==> src/rtl/c64_cia_pkg.sv <==
// Shared constants for the CIA-style timer block: register indices, control bit
// positions, cascade mode encoding and the reset latch value.
package c64_cia_pkg;

  localparam logic [3:0] REG_TA_LO = 4'h4;
  localparam logic [3:0] REG_TA_HI = 4'h5;
  localparam logic [3:0] REG_TB_LO = 4'h6;
  localparam logic [3:0] REG_TB_HI = 4'h7;
  localparam logic [3:0] REG_ICR   = 4'hD;
  localparam logic [3:0] REG_CRA   = 4'hE;
  localparam logic [3:0] REG_CRB   = 4'hF;

  localparam int unsigned CR_START      = 0;
  localparam int unsigned CR_ONESHOT    = 3;
  localparam int unsigned CR_FORCE_LOAD = 4;

  localparam logic [1:0] CRB_MODE_CLK = 2'b00;
  localparam logic [1:0] CRB_MODE_TA  = 2'b10;

  localparam logic [15:0] LATCH_RESET = 16'hFFFF;

  // FORCE_LOAD is a write strobe only, so it is never kept in the stored control byte.
  function automatic logic [7:0] crStore(input logic [7:0] d);
    logic [7:0] v;
    v = d;
    v[CR_FORCE_LOAD] = 1'b0;
    return v;
  endfunction

endpackage

==> src/rtl/c64_cia_timer_unit.sv <==
// One 16-bit interval timer: latch, down counter, control byte and a
// single-cycle underflow indication that is true in the cycle the edge reloads.
module cia_timer_unit
  import c64_cia_pkg::*;
(
  input  logic        clk,
  input  logic        reset,
  input  logic        i_countEn,
  input  logic        i_wrLo,
  input  logic        i_wrHi,
  input  logic        i_wrCr,
  input  logic [7:0]  i_din,
  output logic [15:0] o_counter,
  output logic [7:0]  o_cr,
  output logic        o_underflow
);

  logic [15:0] r_latch;
  logic [15:0] r_counter;
  logic [7:0]  r_cr;

  logic w_start;
  logic w_forceLoad;
  logic w_count;
  logic w_underflow;

  assign w_start     = r_cr[CR_START];
  assign w_forceLoad = i_wrCr & i_din[CR_FORCE_LOAD];
  assign w_count     = w_start & i_countEn;
  assign w_underflow = w_count & (r_counter == 16'h0000);

  // Underflow is judged on pre-edge state, so a coincident load still reports it.
  always_ff @(posedge clk) begin
    if (reset) begin
      r_latch   <= LATCH_RESET;
      r_counter <= LATCH_RESET;
      r_cr      <= 8'h00;
    end else begin
      if (i_wrLo) r_latch[7:0]  <= i_din;
      if (i_wrHi) r_latch[15:8] <= i_din;

      if (w_forceLoad)
        r_counter <= r_latch;
      else if (i_wrHi && !w_start)
        r_counter <= {i_din, r_latch[7:0]};
      else if (w_underflow)
        r_counter <= r_latch;
      else if (w_count)
        r_counter <= r_counter - 16'd1;

      if (i_wrCr)
        r_cr <= crStore(i_din);
      else if (w_underflow && r_cr[CR_ONESHOT])
        r_cr[CR_START] <= 1'b0;
    end
  end

  assign o_counter   = r_counter;
  assign o_cr        = r_cr;
  assign o_underflow = w_underflow;

endmodule

==> src/rtl/c64_cia_timer.sv <==
// Bus-mapped dual timer: page decode, two timer units (B optionally cascaded
// from A), interrupt flags/mask, registered irq and the combinational read mux.
module c64_cia_timer
  import c64_cia_pkg::*;
#(
  parameter logic [15:0] BASE = 16'hDC00
) (
  input  logic        clk,
  input  logic        reset,
  input  logic [15:0] ab,
  input  logic        we,
  input  logic [7:0]  din,
  output logic [7:0]  dout,
  output logic        irq
);

  logic       w_sel;
  logic [3:0] w_idx;
  logic       w_wr;
  logic       w_icrRead;

  logic [15:0] w_taCounter;
  logic [15:0] w_tbCounter;
  logic [7:0]  w_cra;
  logic [7:0]  w_crb;
  logic        w_taUnderflow;
  logic        w_tbUnderflow;
  logic        w_tbCountEn;

  logic [1:0] r_flags;
  logic [1:0] r_mask;
  logic       r_irq;

  assign w_sel     = (ab[15:8] == BASE[15:8]);
  assign w_idx     = ab[3:0];
  assign w_wr      = w_sel & we;
  assign w_icrRead = w_sel & ~we & (w_idx == REG_ICR);

  // Only mode 10 cascades; every other mode counts system clocks.
  assign w_tbCountEn = (w_crb[6:5] == CRB_MODE_TA) ? w_taUnderflow : 1'b1;

  cia_timer_unit u_timerA (
    .clk         (clk),
    .reset       (reset),
    .i_countEn   (1'b1),
    .i_wrLo      (w_wr && (w_idx == REG_TA_LO)),
    .i_wrHi      (w_wr && (w_idx == REG_TA_HI)),
    .i_wrCr      (w_wr && (w_idx == REG_CRA)),
    .i_din       (din),
    .o_counter   (w_taCounter),
    .o_cr        (w_cra),
    .o_underflow (w_taUnderflow)
  );

  cia_timer_unit u_timerB (
    .clk         (clk),
    .reset       (reset),
    .i_countEn   (w_tbCountEn),
    .i_wrLo      (w_wr && (w_idx == REG_TB_LO)),
    .i_wrHi      (w_wr && (w_idx == REG_TB_HI)),
    .i_wrCr      (w_wr && (w_idx == REG_CRB)),
    .i_din       (din),
    .o_counter   (w_tbCounter),
    .o_cr        (w_crb),
    .o_underflow (w_tbUnderflow)
  );

  // New underflow events are OR-ed after the read clear so an event never gets lost.
  always_ff @(posedge clk) begin
    if (reset) begin
      r_flags <= 2'b00;
      r_mask  <= 2'b00;
      r_irq   <= 1'b0;
    end else begin
      r_flags <= (w_icrRead ? 2'b00 : r_flags) | {w_tbUnderflow, w_taUnderflow};
      if (w_wr && (w_idx == REG_ICR))
        r_mask <= din[7] ? (r_mask | din[1:0]) : (r_mask & ~din[1:0]);
      r_irq <= |(r_flags & r_mask);
    end
  end

  always_comb begin
    dout = 8'h00;
    if (!reset && w_sel) begin
      case (w_idx)
        REG_TA_LO: dout = w_taCounter[7:0];
        REG_TA_HI: dout = w_taCounter[15:8];
        REG_TB_LO: dout = w_tbCounter[7:0];
        REG_TB_HI: dout = w_tbCounter[15:8];
        REG_ICR:   dout = {r_irq, 5'b00000, r_flags};
        REG_CRA:   dout = w_cra;
        REG_CRB:   dout = w_crb;
        default:   dout = 8'h00;
      endcase
    end
  end

  assign irq = r_irq;

endmodule

==> config.mk <==
export PLATFORM = sky130hd
export DESIGN_NAME = c64_cia_timer
export DESIGN_NICKNAME = d
export VERILOG_FILES = /design/src/rtl/c64_cia_pkg.sv /design/src/rtl/c64_cia_timer_unit.sv /design/src/rtl/c64_cia_timer.sv
export SDC_FILE = /design/constraint.sdc
export NUM_CORES = 1
export LEC_CHECK = 0
export BUFFER_PORTS_ARGS = -buffer_cell sky130_fd_sc_hd__buf_2
export CORE_MARGIN = 1
export CORE_UTILIZATION = 55
export DETAILED_ROUTE_END_ITERATION = 8
export PLACE_DENSITY = 0.74
export RECOVER_POWER = 50
export SYNTH_ARGS = -nofsm -noshare
export SYNTH_HDL_FRONTEND = slang
export SYNTH_SLANG_ARGS = --single-unit
export TNS_END_PERCENT = 30
==> constraint.sdc <==
create_clock -name clk -period 3.3 [get_ports clk]
set_clock_uncertainty 0.1 [all_clocks]
set_input_delay 0.495 -clock clk [delete_from_list [all_inputs] [get_ports clk]]
set_output_delay 0.495 -clock clk [all_outputs]
set_load 0.05 [all_outputs]
==> flow_metrics.py, run 1 <==
metrics = {
    "run_status": {
        "status": "finished, violations left",
        "violations": "capacitance limit, slew limit",
    },
    "min_path": {
        "worstHoldPathType": "input port to register",
    },
    "detailed_routing": {
        "drt-initial-drc-count": 753,
        "vias": 5265,
        "drc": 0,
        "viasPerCell": 6.86,
        "wirelength_um": 16200,
        "postRouteAntennaNets": 0,
        "first_pass_iters": 7,
        "wl_per_cell_um": 21.1,
    },
    "sta": {
        "period_needed_ps": 3000,
        "worst_hold_slack_ps": 356,
        "tightestPinTransition_ps": 2140,
        "rsz0062_at_grt": "false",
        "fin_setup_tns_ps": 0,
        "timing.final.crit_share_pct": 90.8,
        "drv_slew": 44,
        "slew_headroom_pct": -42.5,
        "finalHoldViolations": 0,
        "fmax_mhz": 334,
        "setup_viol": 0,
    },
    "clock_tree": {
        "cts_inserted_buffers": 9,
        "post-cts-setup-buffers": 0,
        "numClockSinks": 83,
        "htree_levels": 3,
        "ctsHoldBuffers": 0,
        "cts_resized": 0,
        "cts_tree": "yes",
        "clk_latency_ps": 360,
        "clk_path_buf_depth": 2,
        "cts.clk_slew.worst_paths_ps": 80,
        "cts_root_buf": "clkbuf_8",
    },
    "floorplanning": {
        "initial_utilization_pct": 57.5,
        "dieHeight_um": 95.4,
        "io_pins": 36,
        "core_sq_mm": 0.00834,
        "die_w_um": 95.4,
        "rows": 33,
        "dieArea_sq_mm": 0.00910,
    },
    "place": {
        "portBuffers": 31,
        "hpwlAfterDp_um": 11300,
        "gp_congestion": 0.955,
    },
    "worst_setup_path": {
        "path_cells": "clkbuf_1 > nor2b_1 > clkbuf_1 > nand2_1 > a31oi_1 > buf_2",
        "cp_slowest_stage_delay_ps": 550,
        "worst_ep_arrival_time_ps": 2400,
        "cp_slowest_cell": "clkbuf_1",
        "crit_path_start_kind": "input port",
        "path_max_fanout": 16,
        "cp_data_required_time_ps": 2700,
        "path_common_cell": "clkbuf_1",
        "path_buf_inv": 3,
        "crit_type": "input port to primary output",
        "end_kind": "primary output",
        "crit_family": "buffers and inverters",
    },
    "global_routing": {
        "met3_usage_pct": 9.33,
        "grtUsageMet1_pct": 51.9,
        "grt_use_met2_pct": 54.2,
        "grt_busiest_layer": "met2",
        "antenna_found_initial": 0,
        "first_global_vias": 4582,
        "gr-usage-all-layers_pct": 37.1,
        "grt_max_degree": 44,
        "grt_pass1_wl_um": 25100,
        "overflow": 0,
    },
    "yosys": {
        "synth_area_per_cell_sq_um": 7.32,
        "yosysSeqAreaShare_pct": 34.6,
        "postSynthNetCount": 685,
        "synth_edf_count": 0,
        "syn_inst": 655,
        "async_reset_ff_share_pct": 0,
        "ys_ff_latch": 83,
        "yosysWarnings": 0,
        "ys.flop_type": "dfxtp_1",
        "synth_cell_types": 68,
        "syn-cell-area_sq_mm": 0.00480,
    },
    "run": {
        "max_cap_viol_count": 1,
    },
    "layout": {
        "drive_gt1_share_pct": 11.0,
        "antennaDiodeCount": 0,
        "area_growth_syn_to_layout_pct": 7.90,
        "fin_nets": 688,
    },
    "power": {
        "p_per_area_mw_per_mm2": 370,
        "ir_worst_vdd_uv": 206,
        "p_leak_nw": 1.90,
    },
}
[worst min-delay path: cells and delay by family]
family	cells	cell delay (ps)
buffers and inverters	1	140
and+or+nand+nor	1	60
AOI/OAI and AO/OA	1	60
[stage by stage]
step           util, %  setup WS, ps  area [sq um]  power (W)  instances
5_1_grt           62.1           182          5180    0.00197        768
4_1_cts           62.3           387          5190    0.00191        768
6_report          62.1           303          5180    0.00191        768
3_5_place_dp      59.8           368          4990    0.00115        752
3_3_place_gp      59.8           439          4990    0.00115        752
2_1_floorplan        -           219          4800    0.00110        655
[area by class of cell]
cell class	count	area (sq um)
inverter	10	37.5
timing repair buffer	48	265
multi-input combinational	506	2870
fill	790	3160
clock inverter	6	68.8
clock buffer	10	138
tap	105	131
sequential	83	1660
[layer usage]
| metal | vias up | wire, um | share of wire [%] |
|---|---|---|---|
| li1 | 2413 | - | - |
| met5 | - | 0 | 0 |
| met1 | 2442 | 6810 | 42 |
| met3 | 46 | 2040 | 13 |
| met2 | 364 | 6830 | 42 |
| met4 | 0 | 534 | 3.3 |
[state kept, by name, summed over array words and instances, names as in the netlist, named ones only]
name / flops
u_timerB.o_counter: 16
u_timerB.r_latch: 16
irq: 1
r_flags: 2
u_timerA.o_counter: 16
u_timerB.o_cr: 7
u_timerA.o_cr: 7
u_timerA.r_latch: 16
[worst paths after layout]
check             slack [ps]               endpoint                   from  cells past startpoint
setup / recovery         300                dout[1]                  ab[2]                      6
hold / removal           360       u_timerA.o_cr[7]                 din[7]                      3
setup reg to reg         340  u_timerB.o_counter[4]  u_timerB.o_counter[0]                      9
hold reg to reg          360       u_timerB.o_cr[1]       u_timerB.o_cr[1]                      2
[layout by cell type (no fill, tap or decap), types with 10 or more instances in the layout]
master / instances
clkbuf_8: 10
nand2_1: 101
nor3_1: 21
nor2_1: 46
nand3_1: 52
buf_4: 13
and3_1: 13
a21oi_1: 51
o21ai_0: 49
a31oi_1: 12
dfxtp_1: 83
o31ai_1: 10
a22oi_1: 10
buf_2: 29
[synth_stat cells (4+ instances only)]
cell type    n  area [sq um]
nor3_1      21           105
inv_1        9          33.8
and4_1       4          35.0
nand3_1     52           260
a22oi_1     10          75.1
nand2b_1     4          25.0
mux2i_1      5          50.1
mux2_2       4          45.0
and3_1      13          81.3
dfxtp_1     83          1660
nor2_1      46           173
clkbuf_1    47           176
nor4_1       7          43.8
nor2b_1      6          37.5
nand4_1      9          56.3
a31oi_1     12          75.1
o211ai_1     9          67.6
o21ai_0     49           245
nand2_1    101           379
or4_1        8          60.1
or3_1        7          43.8
o22ai_1      8          50.1
o31ai_1     10          75.1
a21oi_1     51           255
a211oi_1     6          45.0
a22o_1       4          35.0
[power by group]
part	switching, W	total [W]	internal [W]
logic	0.0000902	0.000126	0.0000360
clock network	0.000400	0.000778	0.000378
registers	0.00000553	0.00101	0.00100
[kinds of logic (layout without fill, tap and decap cells)]
kind of cell	Yosys count	after routing	share of synthesized area [%]
simple gates	302	302	31.4
compound gates	186	186	24.7
flops	83	83	34.6
buf+inv	66	74	5.45
mux	9	9	1.98
xor+xnor	6	6	1.10
fa+ha+maj	3	3	0.783
Power figures use the tool's default switching activity.
==> run 2: changes to the inputs <==
==> constraint.sdc (replaced) <==
create_clock -name clk -period 2.8 [get_ports clk]
set_clock_uncertainty 0.1 [all_clocks]
set_input_delay 0.42 -clock clk [delete_from_list [all_inputs] [get_ports clk]]
set_output_delay 0.42 -clock clk [all_outputs]
set_load 0.05 [all_outputs]
==> flow_metrics.py, run 2 (same netlist as run 1, synthesis figures left out) <==
metrics = {
    "run_status": {
        "status": "finished, violations left",
        "violations": "capacitance limit, slew limit",
    },
    "global_routing": {
        "antenna_found_initial": 0,
        "grt_max_degree": 44,
        "overflow": 0,
        "grt_pass1_wl_um": 25100,
        "first_global_vias": 4575,
        "gr-usage-all-layers_pct": 37.0,
    },
    "layout": {
        "nFillCells": 773,
        "drive_gt1_share_pct": 14.0,
        "area_growth_syn_to_layout_pct": 11.9,
        "final-seq-area_sq_mm": 0.00166,
        "stdcell_area_sq_mm": 0.00537,
        "antennaDiodeCount": 0,
        "multi_input_area_sq_mm": 0.00289,
        "fin_nets": 707,
        "layout_common_cells": "101 x nand2_1, 83 x dfxtp_1, 52 x nand3_1",
        "final_common_cell": "nand2_1",
    },
    "floorplanning": {
        "core_sq_mm": 0.00834,
        "dieArea_sq_mm": 0.00910,
        "initial_utilization_pct": 57.5,
        "rows": 33,
        "die_w_um": 95.4,
        "dieHeight_um": 95.4,
        "io_pins": 36,
    },
    "worst_setup_path": {
        "cp_slowest_stage_delay_ps": 420,
        "path_cells": "inv_1 > ha_1 > nor4b_1 > and4_1 > nor2_1 > o21ai_2 > buf_4 > or3_1 > a31o_2",
        "cp_data_required_time_ps": 2950,
        "cp_slowest_cell": "dfxtp_1",
        "end_kind": "register",
        "crit_type": "register to register",
        "worst_ep_arrival_time_ps": 2800,
        "crit_path_start_kind": "register",
        "path_max_fanout": 6,
    },
    "place": {
        "place_ws_ps": 124,
        "place_area_sq_mm": 0.00514,
        "hpwlAfterDp_um": 11600,
        "gp_congestion": 0.976,
        "portBuffers": 31,
    },
    "detailed_routing": {
        "viasPerCell": 6.70,
        "wl_per_cell_um": 20.7,
        "drt-initial-drc-count": 669,
        "drc": 0,
        "wirelength_um": 16300,
        "first_pass_iters": 5,
        "postRouteAntennaNets": 0,
        "vias": 5268,
    },
    "sta": {
        "setup_viol": 0,
        "fin_setup_tns_ps": 0,
        "slew_headroom_pct": -40.6,
        "finalHoldViolations": 0,
        "rsz0062_at_grt": "false",
        "timing.final.crit_share_pct": 94.8,
        "period_needed_ps": 2660,
        "tightestPinTransition_ps": 2110,
        "fmax_mhz": 377,
        "setup_slack_ps": 145,
        "drv_slew": 44,
    },
    "clock_tree": {
        "numClockSinks": 83,
        "cts_root_buf": "clkbuf_8",
        "clk_path_buf_depth": 2,
        "cts_inserted_buffers": 9,
        "cts.clk_slew.worst_paths_ps": 90,
        "cts_tree": "yes",
        "clk_latency_ps": 350,
        "htree_levels": 3,
    },
    "power": {
        "p_per_area_mw_per_mm2": 447,
        "ir_worst_vdd_uv": 299,
        "total_power_w": 0.00240,
        "p_leak_nw": 2.01,
    },
    "min_path": {
        "worstHoldPathType": "input port to register",
    },
    "run": {
        "max_cap_viol_count": 1,
    },
}
==> run 2: changes by cell type in the layout (fill, tap and decap cells not counted), moves of 2 or more <==
cell       previous run  this run
bufinv_16             1         3
inv_6                 3         0
buf_4                13        32
clkinv_4              0         2
==> run 2: path summary, 6_finish.rpt <==
| kind | endpoint | cells past startpoint | slack (ps) | from |
|---|---|---|---|---|
| max | u_timerB.o_counter[2] | 9 | 140 | u_timerA.o_counter[0] |
| min | u_timerB.r_latch[15] | 3 | 260 | din[7] |
| max reg2reg | u_timerB.o_counter[2] | 9 | 140 | u_timerA.o_counter[0] |
| min reg2reg | u_timerA.o_cr[1] | 2 | 360 | u_timerA.o_cr[1] |
==> run 2: where the power goes <==
part,internal [W],switching [W],leakage (nW)
clock,0.000591,0.000465,0.115
sequential,0.00118,0.00000688,0.671
combinational,0.0000475,0.000107,1.22
==> run 2: critical path: cells and delay by family, from the launching register on <==
kind                       cells  cell delay, ps
adders and majority gates      1             240
and+or+nand+nor                4            1120
buffers and inverters          2             300
DFF                            1             420
AOI/OAI and AO/OA              2             370
==> run 2: what timing repair did <==
action	in CTS	in global routing
setup endpoints to repair	0	8
gates resized for setup	0	4
hold buffers	0	0
setup buffers	0	0
==> run 2: area by class of cell <==
| class | instances | area share [%] |
|---|---|---|
| Multi-Input combinational cell | 506 | 53.9 |
| Sequential cell | 83 | 30.9 |
| Timing Repair Buffer | 67 | 7.60 |
| Tap cell | 105 | 2.45 |
| Clock buffer | 9 | 2.31 |
| Clock inverter | 6 | 2.14 |
| Inverter | 10 | 0.699 |
==> run 2: through the flow <==
stage / cells / util [%] / hold slack [ps]
after floorplan: 655 / - / 328
after global placement: 771 / 61.6 / 339
after detailed placement: 771 / 61.6 / 344
after CTS: 786 / 64.4 / 244
after global routing: 786 / 64.4 / 277
final: 786 / 64.4 / 261
==> run 2: layer usage <==
layer	track usage [%]	wire length [um]	up-vias
li1	-	-	2452
met3	7.97	1740	32
met5	0	0	-
met1	53.7	7290	2473
met4	11.6	415	0
met2	54.1	6820	311
